$ cat src/rtl/pwm_ramp_ctrl.sv
// rtl/pwm_ramp_ctrl.sv - multi-channel PWM with period-aligned, step-limited duty ramping
module pwm_ramp_ctrl #(
  parameter int CH     = 8,
  parameter int PERIOD = 100,
  parameter int STEP   = 5,
  parameter int DW     = 7,
  parameter int CHW    = 3
) (
  input  logic           clk,
  input  logic           rst_n,
  input  logic           enable,
  input  logic           cfg_valid,
  output logic           cfg_ready,
  input  logic [CHW-1:0] cfg_ch,
  input  logic [DW-1:0]  cfg_duty,
  output logic [CH-1:0]  pwm,
  output logic           period_start,
  output logic           busy
);

  localparam logic [DW-1:0] PER_D  = DW'(PERIOD);
  localparam logic [DW-1:0] LAST_D = DW'(PERIOD - 1);
  localparam logic [DW-1:0] STEP_D = DW'(STEP);

  typedef enum logic {IDLE, RAMP} state_t;

  state_t        state, state_n;
  logic [DW-1:0] cnt;
  logic [DW-1:0] cur   [CH];
  logic [DW-1:0] tgt   [CH];
  logic [DW-1:0] cur_n [CH];
  logic [DW-1:0] tgt_n [CH];
  logic          alive;
  logic          boundary;
  logic          wr;
  logic          any_diff_n;
  logic [DW-1:0] duty_clamped;

  // The boundary cycle blocks writes so a target never changes under the ramp step.
  assign boundary     = enable && (cnt == LAST_D);
  assign cfg_ready    = alive && !boundary;
  assign wr           = cfg_valid && cfg_ready;
  assign duty_clamped = (cfg_duty > PER_D) ? PER_D : cfg_duty;
  assign busy         = (state == RAMP);

  always_comb begin
    any_diff_n = 1'b0;
    for (int i = 0; i < CH; i++) begin
      tgt_n[i] = tgt[i];
      cur_n[i] = cur[i];
      if (wr && (cfg_ch == CHW'(i)))
        tgt_n[i] = duty_clamped;
      if (boundary) begin
        if (tgt[i] > cur[i])
          cur_n[i] = ((tgt[i] - cur[i]) > STEP_D) ? cur[i] + STEP_D : tgt[i];
        else if (tgt[i] < cur[i])
          cur_n[i] = ((cur[i] - tgt[i]) > STEP_D) ? cur[i] - STEP_D : tgt[i];
      end
      if (cur_n[i] != tgt_n[i])
        any_diff_n = 1'b1;
    end
  end

  always_comb begin
    state_n = state;
    case (state)
      IDLE:    if (any_diff_n) state_n = RAMP;
      RAMP:    if (boundary && !any_diff_n) state_n = IDLE;
      default: state_n = IDLE;
    endcase
  end

  always_ff @(posedge clk) begin
    if (!rst_n) begin
      cnt          <= '0;
      state        <= IDLE;
      pwm          <= '0;
      period_start <= 1'b0;
      alive        <= 1'b0;
      for (int i = 0; i < CH; i++) begin
        cur[i] <= '0;
        tgt[i] <= '0;
      end
    end else begin
      alive        <= 1'b1;
      state        <= state_n;
      period_start <= enable && (cnt == '0);
      if (!enable || (cnt == LAST_D))
        cnt <= '0;
      else
        cnt <= cnt + DW'(1);
      for (int i = 0; i < CH; i++) begin
        pwm[i] <= enable && (cnt < cur[i]);
        cur[i] <= cur_n[i];
        tgt[i] <= tgt_n[i];
      end
    end
  end

endmodule

$ cat config.mk
export PLATFORM = sky130hd
export DESIGN_NAME = pwm_ramp_ctrl
export DESIGN_NICKNAME = d
export VERILOG_FILES = /design/src/rtl/pwm_ramp_ctrl.sv
export SDC_FILE = /design/constraint.sdc
export NUM_CORES = 1
export LEC_CHECK = 0
export CORE_AREA = 2 2 247 127
export CTS_BUF_LIST = sky130_fd_sc_hd__clkbuf_4
export DETAILED_ROUTE_END_ITERATION = 16
export DIE_AREA = 0 0 249 129
export PLACE_DENSITY = 0.71
export SKIP_LAST_GASP = 1
export SLEW_MARGIN = 20
export SYNTH_ARGS = -nofsm -noshare
export SYNTH_HDL_FRONTEND = slang
export SYNTH_SLANG_ARGS = --single-unit
$ cat constraint.sdc
create_clock -name clk -period 8 [get_ports clk]
set_input_delay 1.6 -clock clk [delete_from_list [all_inputs] [get_ports clk]]
set_output_delay 1.6 -clock clk [all_outputs]
set_load 0.05 [all_outputs]
# --- After elaboration in Yosys (flattened, before gate mapping) ---
# Memory sizes are Yosys's and may differ from the RTL's.
# Index checks and enable logic that the tools add are counted.
# Widths: inputs -> output; s select.
op_classes:
  n_addsub: 33
  magnitude_cmp: 41
  eq_ne: 16
  n_mux: 78
  bitwise: 18
  reduce_logical: 28
ops:
  columns: ["cell", "n"]
  rows:
  - ["$mux 7", 65]
  - ["$gt 7x3->1 const B", 16]
  - ["$lt 7x7->1", 16]
  - ["$sub 7x7->7", 16]
  - ["$add 7x3->7 const B", 8]
  - ["$gt 7x7->1", 8]
  - ["$ne 7x7->1", 8]
  - ["$sub 7x3->7 const B", 8]
  - ["$logic_and 1x1->1", 21]
  - ["$or 1x1->1", 16]
  - ["$eq 3x3->1 const B", 4]
  - ["$mux 1", 12]
  - ["$add 7x1->7 const B", 1]
  - ["$eq 7x7->1 const B", 1]
  - ["$gt 7x7->1 const B", 1]
  - ["$logic_not 7->1", 1]
  - ["$eq 3x2->1 const B", 2]
  - ["$eq 3x1->1 const B", 1]
  - ["$logic_not 1->1", 3]
  - ["$logic_not 3->1", 1]
  - ["$not 1->1", 2]
  - ["$pmux 1 s2", 1]
  - ["$reduce_or 2->1", 1]
  - ["$logic_or 1x1->1", 1]
totals:
  register_bits: 18
  mem_bits_rw: 112
  out_inout_bits: 11
  word_cells: 221
  n_memories: 2
mem_list:
  columns: ["name", "words", "width", "rd", "rd_ports_with_merged_regs", "write_ports", "line_no", "source"]
  rows:
  - ["cur", 8, 7, 8, 0, 8, "29", "logic [DW-1:0] cur [CH];"]
  - ["tgt", 8, 7, 8, 0, 8, "30", "logic [DW-1:0] tgt [CH];"]

# --- Depth between registers and ports, before layout ---
depth:
  depth_word: 20
  mapped_depth: 17
  ltp_nobuf: 15

# --- Worst setup path before layout ---
# Ideal clock, no wire load.
synth_timing:
  kind: "input to output"
  from: "input enable"
  to: "output cfg_ready"
  arrival_time_ps: 3855
  t_required_ps: 6400
  path_slack_ps: 2545
  path_stages: 8
  path_buffers: 5
  cell_sequence: "nand4_1 -> or2_1 -> clkbuf_1 -> clkbuf_1 -> buf_1 -> buf_1 -> clkbuf_1 -> and2_1"
synth_between:
  elab_chain_cells: 3
synth_lines:
  columns: ["item", "line_no", "source"]
  rows:
  - ["from (decl)", "11", "input logic enable,"]
  - ["$logic_and 1x1->1", "40", "assign boundary = enable && (cnt == LAST_D);"]
  - ["$logic_not 1->1", "41", "assign cfg_ready = alive && !boundary;"]
  - ["$logic_and 1x1->1", "41", null]
  - ["to (decl)", "13", "output logic cfg_ready,"]
# No other way between the ends.

# --- Final worst setup path ---
layout_timing:
  from: "register cnt[1]"
  to: "output cfg_ready"
layout_between:
  elab_chain_cells: 4
layout_lines:
  columns: ["item", "line_no", "source"]
  rows:
  - ["from (decl)", "28", "logic [DW-1:0] cnt;"]
  - ["from (signal assigned)", "91", "cnt <= cnt + DW'(1);"]
  - ["$eq 7x7->1", "40", null]
  - ["$logic_and 1x1->1", "40", null]
  - ["$logic_not 1->1", "41", null]
  - ["$logic_and 1x1->1", "41", null]
# No other way between the ends.

==> out/results.ini <==
[timing]
hold_slack_ns = 0.485
finalSetupViolCount = 0
max_freq_mhz = 172
layout_min_cycle_time_ns = 5.80
fin_crit_sh_pct = 72.6
slew_headroom_pct = 24.6
hold_viol = 0
finClkSkew_ns = 0.0405
final.setup.tns_ns = 0
worstMarginPinSlew_ns = 1.13
drv_slew = 0
rsz0062_at_grt = false

[yosys]
muxShareOfSynthArea_pct = 6.46
yosys.area.top_type_share_pct = 16.0
synth-xor-area-share_pct = 5.43
synth_compound_area_share_pct = 27.9
syn-instance-count = 2134
synth_top_family_by_area = compound AO/OA/AOI/OAI gates
synth-simple-area-share_pct = 23.1
synthFlopType = dfxtp_1
synth_area_um2 = 16300
async_flop_share_pct = 0
yosysUniqueCellTypes = 97
synth_fp_nets = 2334
syn_avg_cell_area_um2 = 7.63
synth_edf_count = 0
ys_ff_latch = 130
synth_area_leader_cell = dfxtp_1
ys_warn_count = 0
synthAdderAreaFrac_pct = 15.0
synth.top_cells.by_count = nor2_1 (188), ha_1 (170), inv_1 (153)
ys_seq_area_share_pct = 16.0
synthTopCellsByArea = dfxtp_1 (16%), ha_1 (13%), mux2i_1 (5.6%)
yosysMostFrequentCell = nor2_1

[global_routing]
grt_use_met1_pct = 61.0
grt_use_total_pct = 39.5
met3_usage_pct = 15.7
grt_pass1_wl_mm = 97.2
grt-ovfl-total = 0
grtUsageMet2_pct = 50.7
grt_pass1_vias = 15400
grt_start_max_net_pins = 56
busiest_layer = met1
antenna_found_initial = 4

[setup_path]
critPathSlowestCell = dfxtp_1
max_stage_delay_ns = 1.09
cp-end-kind = primary output
startpoint_type = flop
critical_path.cell_chain = ha_1 -> nand4_1 -> or2_2 -> and2_1 -> clkdlybuf4s50_1
worst-setup-path-type = reg -> out
cp.required_ns = 6.40
arrival_ns = 4.20
worstPathMaxFanout = 18

[die]
io_pins = 25
start_util_pct = 54.5
die_area_um2 = 32100
row_count = 45
core_area_um2 = 29900
die_x_um = 249
die_y_um = 129

[run]
maxCapViolations = 0

[cts]
clk_pin_slew_ns = 0.12
cts_buffers = 17
tritoncts = yes
ctsResizeCount = 0
hold_buffers = 0
clkSinkCount = 130
htreeDepth = 4
clock_path_buffers = 2
cts_root_buf = clkbuf_4
postCtsSetupBuffers = 0
clk_latency_ns = 0.66

[final_layout]
fin_cells = 2510
final_nets = 2294
drive_above_1_share_pct = 5.22
area_growth_pct = 4.80
final_cell_area_um2 = 17100

[min_path]
worstHoldPathType = reg -> reg

[detailed_routing]
detail_route.wl_per_cell_um = 25.8
post-route-drc-count = 0
wirelength_mm = 64.7
drt-initial-drc-count = 2891
drtAntennaViolNets = 0
via_count = 17600
routed_via_density = 7.00
first_pass_iters = 6

[placed_design]
place.port_buffers = 24
placed_area_um2 = 16700
dp.cells = 2474
dp_hpwl_mm = 50.4
gp_congestion = 1.02

[power_and_ir_drop]
cellLeakagePower_nw = 6.59
power.density_nw_per_um2 = 96.3
peakVddDrop_mv = 0.0870
total_power_mw = 1.64

[outcome]
status = finished clean

## cell type report
type                       count  area, um^2
clock inverter                14         200
antenna                        4        10.0
timing repair buffer          37         350
clock buffer                  18         135
fill                        2821       12800
sequential                   130        2600
tap                          399         499
multi-input combinational   1753       12700
inverter                     155         582
## worst paths after layout
check / slack (ns) / end / cells past startpoint / start
hold reg to reg: 0.49 / cnt[0] / 1 / cnt[0]
hold / removal: 0.49 / cnt[0] / 1 / cnt[0]
setup / recovery: 2.20 / cfg_ready / 5 / cnt[1]
setup reg to reg: 2.73 / busy / 11 / cnt[1]
## layer usage
layer | routed length [um] | vias to the layer above
li1 | - | 7837
met1 | 29900 | 8399
met2 | 23500 | 1251
met3 | 10600 | 83
met4 | 677 | 2
met5 | 13 | -
## cells by family after synthesis
| family | count (synthesis) |
|---|---|
| simple gates | 717 |
| compound gates | 646 |
| buf+inv | 251 |
| fa+ha+maj | 186 |
| flops | 130 |
| mux | 103 |
| xor+xnor | 101 |
## metrics by stage
stage	util, %	setup slack [ns]
final	57.1	2.20
after global routing	57.1	2.02
after floorplan	-	2.55
after CTS	57.0	2.23
after global placement	55.9	2.30
after detailed placement	55.9	2.22
## layout by cell type, fill, tap and decap left out, types with 28 or more instances in the layout
cell and n:
nand3_1 62, mux2i_1 91, and2_1 35, dfxtp_1 130
a21oi_1 132, nor4_1 29, nor2b_1 36, nor3_1 66
a21o_1 33, inv_1 152, ha_1 170, nand2_1 110
xnor2_1 73, o211ai_1 28, o21ai_0 125, nor2_1 188
a211oi_1 33, nand2b_1 40, xor2_1 28
## report_power, final
part | switching, mW | internal [mW] | leakage, nW | total [mW]
logic | 0.278 | 0.141 | 5.37 | 0.420
registers | 0.0111 | 0.653 | 1.05 | 0.664
clock network | 0.303 | 0.256 | 0.172 | 0.559
total | 0.593 | 1.05 | 6.59 | 1.64
## sequential cells by signal, indices dropped and copies added (netlist names)
signal	flops
busy	1
pwm	8
cnt	7
tgt	56
cur	56
period_start	1
alive	1
## critical path, delay by kind of cell, from the launching register on
kind,cells,cell delay [ns]
fa+ha+maj,1,0.41
buf+inv,1,0.69
simple gates,3,1.37
flops,1,1.09
Power figures use the tool's default switching activity.
